**config.mk**
```make
export PLATFORM = sky130hd
export DESIGN_NAME = gate_op_arbiter_flat
export DESIGN_NICKNAME = d
export VERILOG_FILES = /design/src/rtl/gate_op_if.sv /design/src/rtl/gate_op_arbiter.sv /design/src/flat_wrapper.sv
export SDC_FILE = /design/constraint.sdc
export NUM_CORES = 1
export LEC_CHECK = 0
export ABC_AREA = 1
export BUFFER_PORTS_ARGS = -buffer_cell sky130_fd_sc_hd__buf_2
export CORE_ASPECT_RATIO = 0.5
export CORE_MARGIN = 2
export CORE_UTILIZATION = 35
export CTS_BUF_LIST = sky130_fd_sc_hd__clkbuf_2
export DETAILED_ROUTE_END_ITERATION = 8
export PLACE_DENSITY_LB_ADDON = 0.12
export SLEW_MARGIN = 20
export SYNTH_ARGS = -nofsm -noshare
export SYNTH_HDL_FRONTEND = slang
export SYNTH_SLANG_ARGS = --single-unit
export TNS_END_PERCENT = 5
```
**constraint.sdc**
```tcl
create_clock -name clk -period 2.35 [get_ports clk]
set_input_delay 0.1175 -clock clk [delete_from_list [all_inputs] [get_ports clk]]
set_output_delay 0.1175 -clock clk [all_outputs]
set_load 0.005 [all_outputs]
```
**src/rtl/gate_op_if.sv**
```systemverilog
// Request/grant bus between client blocks and the shared gate-op unit,
// plus the valid/ready result channel.
interface gate_op_if #(
  parameter int N_REQ = 4,
  parameter int WIDTH = 8,
  parameter int ID_W  = 2
);
  logic [N_REQ-1:0]       req;
  logic [3*N_REQ-1:0]     op;
  logic [WIDTH*N_REQ-1:0] a_in;
  logic [WIDTH*N_REQ-1:0] b_in;
  logic [N_REQ-1:0]       gnt;
  logic                   res_valid;
  logic [WIDTH-1:0]       res_data;
  logic [ID_W-1:0]        res_id;
  logic                   res_ready;

  modport master (
    output req, op, a_in, b_in, res_ready,
    input  gnt, res_valid, res_data, res_id
  );

  modport slave (
    input  req, op, a_in, b_in, res_ready,
    output gnt, res_valid, res_data, res_id
  );
endinterface

```
**src/rtl/gate_op_arbiter.sv**
```systemverilog
// Round-robin arbiter sharing one registered bitwise gate unit among N_REQ clients.
//   state | meaning
//   EMPTY | output register holds no result
//   FULL  | output register holds a result awaiting res_ready
module gate_op_arbiter #(
  parameter int N_REQ = 4,
  parameter int WIDTH = 8,
  parameter int ID_W  = 2
) (
  input logic        clk,
  input logic        rst_n,
  gate_op_if.slave   bus
);
  typedef enum logic {EMPTY = 1'b0, FULL = 1'b1} state_t;

  state_t            state_q, state_d;
  logic [ID_W-1:0]   ptr_q, ptr_d;
  logic [WIDTH-1:0]  res_data_q, res_data_d;
  logic [ID_W-1:0]   res_id_q, res_id_d;

  logic              found;
  logic [ID_W-1:0]   gnt_idx;
  logic              accept;
  logic [2:0]        sel_op;
  logic [WIDTH-1:0]  sel_a, sel_b, result;

  // Search upward from ptr_q, wrapping modulo N_REQ.
  always_comb begin
    found   = 1'b0;
    gnt_idx = '0;
    for (int k = 0; k < N_REQ; k++) begin
      int idx;
      idx = int'(ptr_q) + k;
      if (idx >= N_REQ) idx = idx - N_REQ;
      if (!found && bus.req[idx]) begin
        found   = 1'b1;
        gnt_idx = ID_W'(idx);
      end
    end
  end

  assign accept = rst_n && found && ((state_q == EMPTY) || bus.res_ready);

  always_comb begin
    sel_op = bus.op[3*int'(gnt_idx) +: 3];
    sel_a  = bus.a_in[WIDTH*int'(gnt_idx) +: WIDTH];
    sel_b  = bus.b_in[WIDTH*int'(gnt_idx) +: WIDTH];
    case (sel_op)
      3'd0:    result = sel_a & sel_b;
      3'd1:    result = sel_a | sel_b;
      3'd2:    result = ~sel_a;
      3'd3:    result = ~sel_b;
      3'd4:    result = ~(sel_a & sel_b);
      3'd5:    result = ~(sel_a | sel_b);
      3'd6:    result = sel_a ^ sel_b;
      default: result = ~(sel_a ^ sel_b);
    endcase
  end

  always_ff @(posedge clk or negedge rst_n) begin
    if (!rst_n) begin
      state_q    <= EMPTY;
      ptr_q      <= '0;
      res_data_q <= '0;
      res_id_q   <= '0;
    end else begin
      state_q    <= state_d;
      ptr_q      <= ptr_d;
      res_data_q <= res_data_d;
      res_id_q   <= res_id_d;
    end
  end

  always_comb begin
    state_d = state_q;
    case (state_q)
      EMPTY:   if (accept) state_d = FULL;
      default: if (bus.res_ready) state_d = accept ? FULL : EMPTY;
    endcase
  end

  always_comb begin
    ptr_d      = ptr_q;
    res_data_d = res_data_q;
    res_id_d   = res_id_q;
    if (accept) begin
      ptr_d      = (int'(gnt_idx) == N_REQ - 1) ? '0 : gnt_idx + 1'b1;
      res_data_d = result;
      res_id_d   = gnt_idx;
    end
  end

  always_comb begin
    bus.gnt = '0;
    if (accept) bus.gnt[gnt_idx] = 1'b1;
    bus.res_valid = (state_q == FULL);
    bus.res_data  = res_data_q;
    bus.res_id    = res_id_q;
  end
endmodule

```
**src/flat_wrapper.sv**
```systemverilog
// flat-port wrapper written by rule: the top's interface ports become plain ports
module gate_op_arbiter_flat 
#(
  parameter int N_REQ = 4,
  parameter int WIDTH = 8,
  parameter int ID_W  = 2
)
  (clk, rst_n, bus_req, bus_op, bus_a_in, bus_b_in, bus_res_ready, bus_gnt, bus_res_valid, bus_res_data, bus_res_id);
  gate_op_if #(.N_REQ(N_REQ), .WIDTH(WIDTH), .ID_W(ID_W)) bus_i ();
  input logic clk;
  input logic rst_n;
  input wire logic [$bits(bus_i.req)-1:0] bus_req;
  input wire logic [$bits(bus_i.op)-1:0] bus_op;
  input wire logic [$bits(bus_i.a_in)-1:0] bus_a_in;
  input wire logic [$bits(bus_i.b_in)-1:0] bus_b_in;
  input wire logic [$bits(bus_i.res_ready)-1:0] bus_res_ready;
  output wire logic [$bits(bus_i.gnt)-1:0] bus_gnt;
  output wire logic [$bits(bus_i.res_valid)-1:0] bus_res_valid;
  output wire logic [$bits(bus_i.res_data)-1:0] bus_res_data;
  output wire logic [$bits(bus_i.res_id)-1:0] bus_res_id;
  assign bus_i.req = bus_req;
  assign bus_i.op = bus_op;
  assign bus_i.a_in = bus_a_in;
  assign bus_i.b_in = bus_b_in;
  assign bus_i.res_ready = bus_res_ready;
  assign bus_gnt = bus_i.gnt;
  assign bus_res_valid = bus_i.res_valid;
  assign bus_res_data = bus_i.res_data;
  assign bus_res_id = bus_i.res_id;
  gate_op_arbiter #(.N_REQ(N_REQ), .WIDTH(WIDTH), .ID_W(ID_W)) u_core (.clk(clk), .rst_n(rst_n), .bus(bus_i));
endmodule
```
# Word level (Yosys, flattened, before mapping)
# Index checks and enable logic that the tools add are counted.
[word_totals]
mem_count = 0
output_inout_bits = 15
latchBits = 0
elab_cells = 85
mem_bits_ro = 0
register_bits = 13
ram_bits = 0
[classes]
mul = 1
n_reduce_logical = 11
n_addsub = 8
n_eq_ne = 7
shifts = 3
div = 0
n_bitwise = 9
n_mux = 32
magnitude_cmp = 10
[op_table]
columns = ["operator", "count"]
rows = [
  ["$lt 32x4->1 const B", 4],
  ["$mux 32", 4],
  ["$ge 32x4->1 const B", 3],
  ["$sub 32x4->32 const B", 3],
  ["$shiftx 32x6->8", 2],
  ["$pmux 8 s7", 1],
  ["$not 8->8", 5],
  ["$shiftx 12x32->3", 1],
  ["$mux 1", 16],
  ["$mux 2", 5],
  ["$eq 3x3->1 const B", 3],
  ["$and 8x8->8", 1],
  ["$bmux 1 s2", 4],
  ["$or 8x8->8", 1],
  ["$xor 8x8->8", 1],
  ["$add 2x2->3 const B", 2],
  ["$eq 3x2->1 const B", 2],
  ["$logic_and 1x1->1", 6],
  ["$mul 2x2->4 const A", 1],
  ["$mux 4", 1],
  ["$sub 2x3->4 const B", 1],
  ["$add 2x1->3 const B", 1],
  ["$eq 3x1->1 const B", 1],
  ["$ge 2x3->1 const B", 1],
  ["9 further kinds", 11],
]

# Depth between registers and ports, before layout
# Gate-level depths: netlist of run 1.
[logic_depth]
word_depth = 20
mapped_depth = 25
mapped_depth_nobuf = 23

# Least setup slack after synthesis of run 1
# No wires, ideal clock.
[synth_path]
path_kind = "reg-to-reg"
startpoint = "register u_core.ptr_q[0]"
endpoint = "register u_core.res_data_q[6], in the netlist u_core.bus.res_data[6]"
stages_incl_launch_ff = 22
n_path_buf = 3
t_arrival_ns = 2.385
setup_slack_ns = -0.151
synth_period_minus_slack_ns = 2.501
path_cell_list = "dfrtp_1 -> buf_6 -> inv_6 -> nand2_2 -> nand3_1 -> nand2_2 -> inv_2 -> nand2_1 -> nand2_4 -> nand3_4 -> buf_8 -> buf_6 -> o21ai_0 -> nand2_1 -> and2_1 -> ha_1 -> nand3_1 -> nand2_1 -> nor2_1 -> nand2_1 -> nand2_1 -> nand2_1"
[synth_via]
elab_chain_cells = 19
word_cells_on_any_way = 63
classes_between = "add/sub (7); mul (1); order compare (4); eq/ne (6); shift (3); mux (25); bitwise (8); reduce/logical (9)"
[synth_rtl]
columns = ["element", "line_no", "source"]
rows = [
  ["start: declaration", "gate_op_arbiter.sv:17", "logic [ID_W-1:0] ptr_q, ptr_d;"],
  ["start signal: assignment", "gate_op_arbiter.sv:68", "ptr_q <= ptr_d;"],
  ["parallel branches: the longest is 19 deep, another holds $sub 32x4->32", "-", ""],
  ["end signal: assignment", "gate_op_arbiter.sv:69", "res_data_q <= res_data_d;"],
  ["end: declaration", "gate_op_arbiter.sv:18", "logic [WIDTH-1:0] res_data_q, res_data_d;"],
]
# Parallel ways; which one is timed is not known. The select of a mux whose other input is x is not followed.
# A chain may end at the register's enable or synchronous reset.

# Worst setup path in the final report of run 1
[layout_path]
startpoint = "register u_core.ptr_q[0]"
endpoint = "register u_core.res_data_q[5], in the netlist u_core.bus.res_data[5]"
# Same word-level chain as after synthesis.

==> results of run 1 <==
-- logic make-up (layout without fill, tap and decap cells) --
family	after synthesis	count (layout)	synth area share, %
AO/OA/AOI/OAI	23	23	4.27
AND/OR/NAND/NOR	351	351	59.4
flip-flops	13	13	11.8
buffers and inverters	91	244	15.4
adder cells (fa/ha/maj)	20	20	9.09
-- area by class of cell --
cell class              count  area (um2)  area share [%]
repair buffers            171        1280            29.3
clock buffers               4        20.0           0.459
flip-flops and latches     13         328            7.51
inverters                  69         279            6.40
multi-input cells         394        2320            53.3
well taps                 108         135            3.10
-- through the flow --
| stage | hold WS (ps) | TNS, ps | std cells | util, % |
|---|---|---|---|---|
| final | 318 | -2220 | 759 | 58.3 |
| after global routing | 345 | -4470 | 759 | 58.3 |
| after CTS | 333 | -1850 | 734 | 50.4 |
| after detailed placement | 148 | -2960 | 728 | 49.4 |
| after global placement | 159 | -2760 | 728 | 49.4 |
| after floorplan | -178 | -772 | 498 | - |
-- worst paths after layout --
kind | cells past startpoint | endpoint | from | slack (ps)
min reg2reg | 2 | u_core.bus.res_id[1]$_DFFE_PN0P_ | u_core.bus.res_id[1]$_DFFE_PN0P_ | 500
min | 3 | u_core.bus.res_data[4]$_DFFE_PN0P_ | rst_n | 320
max in group asynchronous | 3 | u_core.ptr_q[0]$_DFFE_PN0P_ | rst_n | 1800
min in group clk | 10 | u_core.bus.res_data[4]$_DFFE_PN0P_ | bus_a_in[4] | 430
max reg2reg | 21 | u_core.bus.res_data[5]$_DFFE_PN0P_ | u_core.ptr_q[0]$_DFFE_PN0P_ | -300
max | 21 | u_core.bus.res_data[5]$_DFFE_PN0P_ | u_core.ptr_q[0]$_DFFE_PN0P_ | -300
-- placed cells by master, fill, tap and decap left out, drive strengths merged --
master / synthesis / final
nand3: 76 / 76
o211ai: 1 / 1
inv: 69 / 69
buf: 20 / 165
clkbuf: 2 / 8
ha: 20 / 20
nand2: 220 / 220
nand4: 24 / 24
dfrtp: 13 / 13
dlygate4sd3: 0 / 2
o21ai: 14 / 14
a21oi: 8 / 8
and2: 2 / 2
nor2: 29 / 29
-- sequential cells by signal (all words and copies together), names as in the netlist --
| name | cells |
|---|---|
| u_core.bus.res_data | 8 |
| u_core.bus.res_id | 2 |
| u_core.ptr_q | 2 |
| u_core.bus.res_valid | 1 |
-- routing by layer --
layer  up-vias  wire length (um)  track usage (%)
li1       1886                 -                -
met1      1659              4730             29.0
met2        96              4390             34.7
met3         2               641             2.89
met4         0                 4             1.61
met5         -                 0                0
-- what timing repair did --
action,CTS,global route
cloned,0,5
setup endpoints to repair,12,12
gates resized for setup,11,90
buffers inserted,0,20
endpoints found under the hold margin,14,0
hold buffers,2,0
pin swaps,0,53
-- critical path: cells and delay by family (launching register included) --
family,cells,cell delay (ps)
AOI/OAI and AO/OA,1,170
buffers and inverters,4,540
and+or+nand+nor,15,1050
adders and majority gates,1,270
DFF,1,500
==> impl_metrics.prom, run 1 <==
# TYPE chip_impl_metric gauge
chip_impl_metric{name="grt_usage",unit="%"} 20.5
chip_impl_info{name="critical_path_class",value="register to register"} 1
chip_impl_info{name="synth_area_leaders",value="sky130_fd_sc_hd__nand2_1 28%, sky130_fd_sc_hd__nand3_1 13%, sky130_fd_sc_hd__dfrtp_1 12%, sky130_fd_sc_hd__ha_1 9.1%, sky130_fd_sc_hd__inv_1 8.5%"} 1
chip_impl_metric{name="design.portCount",unit=""} 98
chip_impl_metric{name="crit_required",unit="ps"} 2550
chip_impl_metric{name="finalClockSkew",unit="ps"} 24.9
chip_impl_metric{name="number_of_antenna_violations_at_the_first_check_in_global_routing",unit=""} 0
chip_impl_metric{name="dieWidth",unit="um"} 129
chip_impl_metric{name="max_clock_freq",unit="MHz"} 377
chip_impl_metric{name="synthCells",unit=""} 498
chip_impl_metric{name="pin_count_of_the_biggest_net_entering_global_routing",unit=""} 27
chip_impl_info{name="failing_checks",value="negative setup slack"} 1
chip_impl_metric{name="max_cap_violations",unit=""} 0
chip_impl_metric{name="ys.warnings.count",unit=""} 0
chip_impl_metric{name="setup_viol",unit=""} 10
chip_impl_metric{name="drt-vias-per-instance",unit=""} 4.80
chip_impl_metric{name="placementRows",unit=""} 22
chip_impl_metric{name="routabilityCongestion",unit=""} 0.870
chip_impl_metric{name="synth.lib_cells_used.distinct",unit=""} 26
chip_impl_info{name="synth-main-ff-cell",value="sky130_fd_sc_hd__dfrtp_1"} 1
chip_impl_metric{name="place_area",unit="um2"} 3700
chip_impl_info{name="rsz0062_at_grt",value="true"} 1
chip_impl_metric{name="cts_htree_levels",unit=""} 1
chip_impl_info{name="setup.worst_path.start_class",value="register"} 1
chip_impl_metric{name="proportion_of_layout_cells_with_a_drive_suffix_above_1",unit="%"} 41.9
chip_impl_metric{name="max_slew_margin",unit="%"} 78.4
chip_impl_metric{name="total_via_count_in_the_routed_design",unit=""} 3643
chip_impl_metric{name="cts-root-to-sink-buffers",unit=""} 2
chip_impl_metric{name="area_delta_synth_final",unit="%"} 58.4
chip_impl_metric{name="number_of_nets_produced_by_synthesis",unit=""} 601
chip_impl_info{name="cts_root_buffer",value="sky130_fd_sc_hd__clkbuf_2"} 1
chip_impl_info{name="netlist.top_cell.by_area",value="sky130_fd_sc_hd__nand2_1"} 1
chip_impl_metric{name="syn_area_per_cell",unit="um2"} 5.53
chip_impl_metric{name="die_area",unit="um2"} 8640
chip_impl_metric{name="synth-seq-area-share",unit="%"} 11.8
chip_impl_metric{name="worst_path_largest_cell_delay",unit="ps"} 500
chip_impl_metric{name="netlist.area_leader.share",unit="%"} 28.2
chip_impl_metric{name="maxSlewViolCount",unit=""} 0
chip_impl_info{name="cp_common_cell",value="sky130_fd_sc_hd__nand2_1"} 1
chip_impl_metric{name="finalHoldViolations",unit=""} 0
chip_impl_metric{name="portBuffers",unit=""} 97
chip_impl_info{name="dominant_cell_by_count_in_the_synthesized_netlist",value="sky130_fd_sc_hd__nand2_1"} 1
chip_impl_info{name="cells_traversed_along_the_worst_timing_path",value="buf_6 -> nand2_2 -> nand2_2 -> nand2_1 -> nand2_2 -> nand2_4 -> nand2_4 -> nand2_4 -> nand3_4 -> buf_6 -> clkbuf_16 -> nand2_1 -> inv_1 -> o21ai_2 -> ha_1 -> nand3_1 -> nand2_1 -> nor2_1 -> nand2_1 -> nand2_1 -> nand2_1"} 1
chip_impl_metric{name="arrival_worst_endpoint",unit="ps"} 2850
chip_impl_metric{name="route.final.wire_length",unit="um"} 9770
chip_impl_metric{name="fin_area",unit="um2"} 4360
chip_impl_metric{name="clock_sinks",unit=""} 13
chip_impl_metric{name="detail_route.wl_per_cell",unit="um"} 12.9
chip_impl_metric{name="cp_max_fanout",unit=""} 7
chip_impl_metric{name="worst_pin_slew",unit="ps"} 322
chip_impl_metric{name="min_period_over_period",unit="%"} 113
chip_impl_metric{name="synth.ff_latch_count",unit=""} 13
chip_impl_info{name="hold_path_class",value="primary input to async pin"} 1
chip_impl_info{name="tritoncts",value="built"} 1
chip_impl_info{name="synth_commonest_cells",value="207 x sky130_fd_sc_hd__nand2_1, 71 x sky130_fd_sc_hd__nand3_1, 62 x sky130_fd_sc_hd__inv_1"} 1
chip_impl_metric{name="syn-cell-area",unit="um2"} 2750
chip_impl_metric{name="detail_route.iter0.violations",unit=""} 269
chip_impl_metric{name="route.antenna.remaining_nets",unit=""} 0
chip_impl_metric{name="cts_made_buffers",unit=""} 3
chip_impl_metric{name="floorplan.initialDensity",unit="%"} 36.8
chip_impl_metric{name="global_route_wire_length_before_repair",unit="um"} 14200
chip_impl_metric{name="die_height",unit="um"} 66.7
chip_impl_metric{name="preCtsSetupSlack",unit="ps"} -397
chip_impl_metric{name="core_area",unit="um2"} 7490
chip_impl_metric{name="first_global_vias",unit=""} 3103
chip_impl_metric{name="fin_nets",unit=""} 755
chip_impl_metric{name="worst_setup_hold_path_clk_slew",unit="ps"} 170
chip_impl_metric{name="num-fill-cells",unit=""} 748
chip_impl_info{name="worstSetupEndpointType",value="register"} 1
chip_impl_metric{name="drc",unit=""} 0
chip_impl_metric{name="fin_ws",unit="ps"} -300
chip_impl_metric{name="synth_async_sr_flop_share",unit="%"} 100
chip_impl_metric{name="detailedRoute.firstPassIterationCount",unit=""} 4
chip_impl_metric{name="dpl.hpwl",unit="um"} 7150
chip_impl_metric{name="synth_edf_count",unit=""} 0
chip_impl_metric{name="layout_min_cycle_time",unit="ps"} 2650
chip_impl_metric{name="clk-insertion-delay-late",unit="ps"} 310
chip_impl_info{name="cp_slowest_cell",value="sky130_fd_sc_hd__dfrtp_2"} 1
chip_impl_info{name="status",value="finished with violations"} 1
chip_impl_metric{name="globalRouteOverflowTotal",unit=""} 0
chip_impl_metric{name="antennaDiodeCount",unit=""} 0
Power of run 1 is left out: the tool's default activity adds up to more than one toggle a clock period on the data nets, which glitch-free logic cannot reach.
==> run 2: changes to the inputs <==
--- a/config.mk
+++ b/config.mk
@@ -7,13 +7,15 @@
 export LEC_CHECK = 0
 export ABC_AREA = 1
 export BUFFER_PORTS_ARGS = -buffer_cell sky130_fd_sc_hd__buf_2
+export CELL_PAD_IN_SITES_DETAIL_PLACEMENT = 0
+export CELL_PAD_IN_SITES_GLOBAL_PLACEMENT = 2
 export CORE_ASPECT_RATIO = 0.5
 export CORE_MARGIN = 2
-export CORE_UTILIZATION = 35
+export CORE_UTILIZATION = 23
 export CTS_BUF_LIST = sky130_fd_sc_hd__clkbuf_2
 export DETAILED_ROUTE_END_ITERATION = 8
+export GPL_ROUTABILITY_DRIVEN = 0
 export PLACE_DENSITY_LB_ADDON = 0.12
-export SLEW_MARGIN = 20
 export SYNTH_ARGS = -nofsm -noshare
 export SYNTH_HDL_FRONTEND = slang
 export SYNTH_SLANG_ARGS = --single-unit
==> run 2 against run 1 <==
The flow still finishes with violations (negative setup slack). Clock skew down 23 ps. Via count shrank 3.6%. Sequential share of layout area increased by 0.18 points. Register-to-register slack improved by 30 ps. Die area up 50%. First-iteration DRC count fell by 42%. Wire length increased by 14%. Cell area decreased by 2.8%.
==> impl_metrics.prom, run 2 (synthesis results as in run 1) <==
# TYPE chip_impl_metric gauge
chip_impl_metric{name="detailedRoute.firstPassIterationCount",unit=""} 4
chip_impl_info{name="setup.worst_path.start_class",value="register"} 1
chip_impl_metric{name="max_cap_violations",unit=""} 0
chip_impl_info{name="critical_path_class",value="register to register"} 1
chip_impl_metric{name="finalHoldViolations",unit=""} 0
chip_impl_metric{name="total_via_count_in_the_routed_design",unit=""} 3512
chip_impl_metric{name="num-fill-cells",unit=""} 1311
chip_impl_metric{name="number_of_antenna_violations_at_the_first_check_in_global_routing",unit=""} 1
chip_impl_metric{name="min_period_over_period",unit="%"} 112
chip_impl_metric{name="max_slew_margin",unit="%"} 79.1
chip_impl_metric{name="cts-root-to-sink-buffers",unit=""} 2
chip_impl_metric{name="finalClockSkew",unit="ps"} 1.76
chip_impl_metric{name="grt_usage",unit="%"} 17.1
chip_impl_metric{name="route.antenna.remaining_nets",unit=""} 0
chip_impl_info{name="cts_root_buffer",value="sky130_fd_sc_hd__clkbuf_2"} 1
chip_impl_metric{name="core_area",unit="um2"} 11700
chip_impl_metric{name="final-instance-count-excl-fill",unit=""} 813
chip_impl_metric{name="design.portCount",unit=""} 98
chip_impl_metric{name="cts_htree_levels",unit=""} 1
chip_impl_metric{name="dieWidth",unit="um"} 159
chip_impl_info{name="hold_path_class",value="primary input to async pin"} 1
chip_impl_metric{name="portBuffers",unit=""} 97
chip_impl_metric{name="maxSlewViolCount",unit=""} 0
chip_impl_metric{name="route.final.wire_length",unit="um"} 11100
chip_impl_metric{name="globalRouteOverflowTotal",unit=""} 0
chip_impl_metric{name="floorplan.initialDensity",unit="%"} 23.5
chip_impl_metric{name="worst_setup_hold_path_clk_slew",unit="ps"} 180
chip_impl_metric{name="global_route_wire_length_before_repair",unit="um"} 17300
chip_impl_metric{name="dpl.hpwl",unit="um"} 9010
chip_impl_metric{name="area_delta_synth_final",unit="%"} 54.1
chip_impl_metric{name="drc",unit=""} 0
chip_impl_metric{name="crit_required",unit="ps"} 2590
chip_impl_metric{name="proportion_of_layout_cells_with_a_drive_suffix_above_1",unit="%"} 37.4
chip_impl_metric{name="clk-insertion-delay-late",unit="ps"} 320
chip_impl_metric{name="cts_made_buffers",unit=""} 3
chip_impl_metric{name="die_height",unit="um"} 81.4
chip_impl_metric{name="arrival_worst_endpoint",unit="ps"} 2870
chip_impl_info{name="status",value="finished with violations"} 1
chip_impl_metric{name="placementRows",unit=""} 28
chip_impl_metric{name="max_clock_freq",unit="MHz"} 381
chip_impl_metric{name="detail_route.wl_per_cell",unit="um"} 13.7
chip_impl_metric{name="setup_viol",unit=""} 12
chip_impl_info{name="rsz0062_at_grt",value="true"} 1
chip_impl_info{name="layout_commonest_cell",value="sky130_fd_sc_hd__nand2_1"} 1
chip_impl_info{name="tritoncts",value="built"} 1
chip_impl_metric{name="dp.cells",unit=""} 803
chip_impl_metric{name="fin_nets",unit=""} 751
chip_impl_metric{name="layout.area.seq",unit="um2"} 327
chip_impl_metric{name="first_global_vias",unit=""} 3341
chip_impl_metric{name="cp_max_fanout",unit=""} 10
chip_impl_metric{name="layout_min_cycle_time",unit="ps"} 2620
chip_impl_info{name="cp_common_cell",value="sky130_fd_sc_hd__nand2_1"} 1
chip_impl_metric{name="die_area",unit="um2"} 12900
chip_impl_metric{name="hold-worst-slack",unit="ps"} 345
chip_impl_metric{name="worst_path_largest_cell_delay",unit="ps"} 420
chip_impl_info{name="layout_common_cells",value="187 x sky130_fd_sc_hd__nand2_1, 97 x sky130_fd_sc_hd__buf_2, 65 x sky130_fd_sc_hd__nand3_1"} 1
chip_impl_info{name="failing_checks",value="negative setup slack"} 1
chip_impl_metric{name="clock_sinks",unit=""} 13
chip_impl_metric{name="multiInputGateArea",unit="um2"} 2220
chip_impl_info{name="worstSetupEndpointType",value="register"} 1
chip_impl_metric{name="worst_pin_slew",unit="ps"} 312
chip_impl_metric{name="detail_route.iter0.violations",unit=""} 156
chip_impl_metric{name="largest_reg_flops",unit=""} 8
chip_impl_info{name="cp_slowest_cell",value="sky130_fd_sc_hd__dfrtp_2"} 1
chip_impl_metric{name="drt-vias-per-instance",unit=""} 4.32
chip_impl_metric{name="fin_ws",unit="ps"} -274
chip_impl_metric{name="pin_count_of_the_biggest_net_entering_global_routing",unit=""} 26
chip_impl_info{name="cells_traversed_along_the_worst_timing_path",value="buf_12 -> clkinv_8 -> nand2_2 -> nand2_4 -> nand2_2 -> nand2_4 -> nor2_8 -> nand3_4 -> nand3_4 -> inv_6 -> clkbuf_16 -> nand2_1 -> nand2_1 -> o21ai_2 -> ha_1 -> nand3_1 -> nand2_1 -> nor2_1 -> nand2_1 -> nand2_1 -> nand2_1"} 1
## run 2: cell types whose count changed in the layout (fill, tap and decap cells not counted), sizes merged
cell    change
clkinv      +1
buf         -1
diode       +1
inv         -1
clkbuf      -3
## run 2: final cells by class
cell class | instances | area share [%]
diodes | 1 | 0.0590
clock buffers | 4 | 0.472
inverters | 69 | 6.58
multi-input cells | 394 | 52.3
flip-flops and latches | 13 | 7.70
well taps | 165 | 4.87
repair buffers | 167 | 28.0
## run 2: worst max-delay path, delay by kind of cell (launching register included)
family / cells / cell delay (ps)
buffers and inverters: 4 / 420
AO/OA/AOI/OAI: 1 / 200
AND/OR/NAND/NOR: 15 / 1180
flip-flops: 1 / 420
adder cells (fa/ha/maj): 1 / 290
## run 2: final timing paths
path	startpoint	end	slack, ps	cells past startpoint
max in group asynchronous	rst_n	u_core.ptr_q[0]$_DFFE_PN0P_	1800	3
hold / removal	rst_n	u_core.bus.res_id[1]$_DFFE_PN0P_	350	3
setup / recovery	u_core.ptr_q[0]$_DFFE_PN0P_	u_core.bus.res_data[3]$_DFFE_PN0P_	-270	21
setup reg to reg	u_core.ptr_q[0]$_DFFE_PN0P_	u_core.bus.res_data[3]$_DFFE_PN0P_	-270	21
min in group clk	bus_a_in[12]	u_core.bus.res_data[4]$_DFFE_PN0P_	450	10
hold reg to reg	u_core.bus.res_data[5]$_DFFE_PN0P_	u_core.bus.res_data[5]$_DFFE_PN0P_	490	2
## run 2: per-layer routing
layer  global-route usage (%)  vias to the layer above  share of wire, %
met1                     24.2                     1605                52
met4                    0.275                        0                 0
met3                     2.60                        0               2.3
met5                        0                        -                 0
li1                         -                     1868                 -
met2                     29.0                       39                46
## run 2: timing repair
action                                  in CTS  in global routing
hold buffers                                 2                  0
pin swaps                                    4                  7
gates cloned                                 0                  1
gates resized for setup                     25                 38
endpoints found under the setup margin      12                 13
buffers inserted                             2                  0
hold endpoints to repair                    14                  0
## run 2: per-stage QoR
step           instance area (um2)  setup TNS [ps]  worst slack, ps  utilization [%]
6_report                      4240           -2280             -274             36.2
5_1_grt                       4240           -5170             -515             36.2
4_1_cts                       4060           -2890             -313             34.6
3_5_place_dp                  3920           -3280             -447             33.4
3_3_place_gp                  3920           -3110             -428             33.4
2_1_floorplan                 2790            -772             -109                -
Power of run 2 is left out for the same reason.
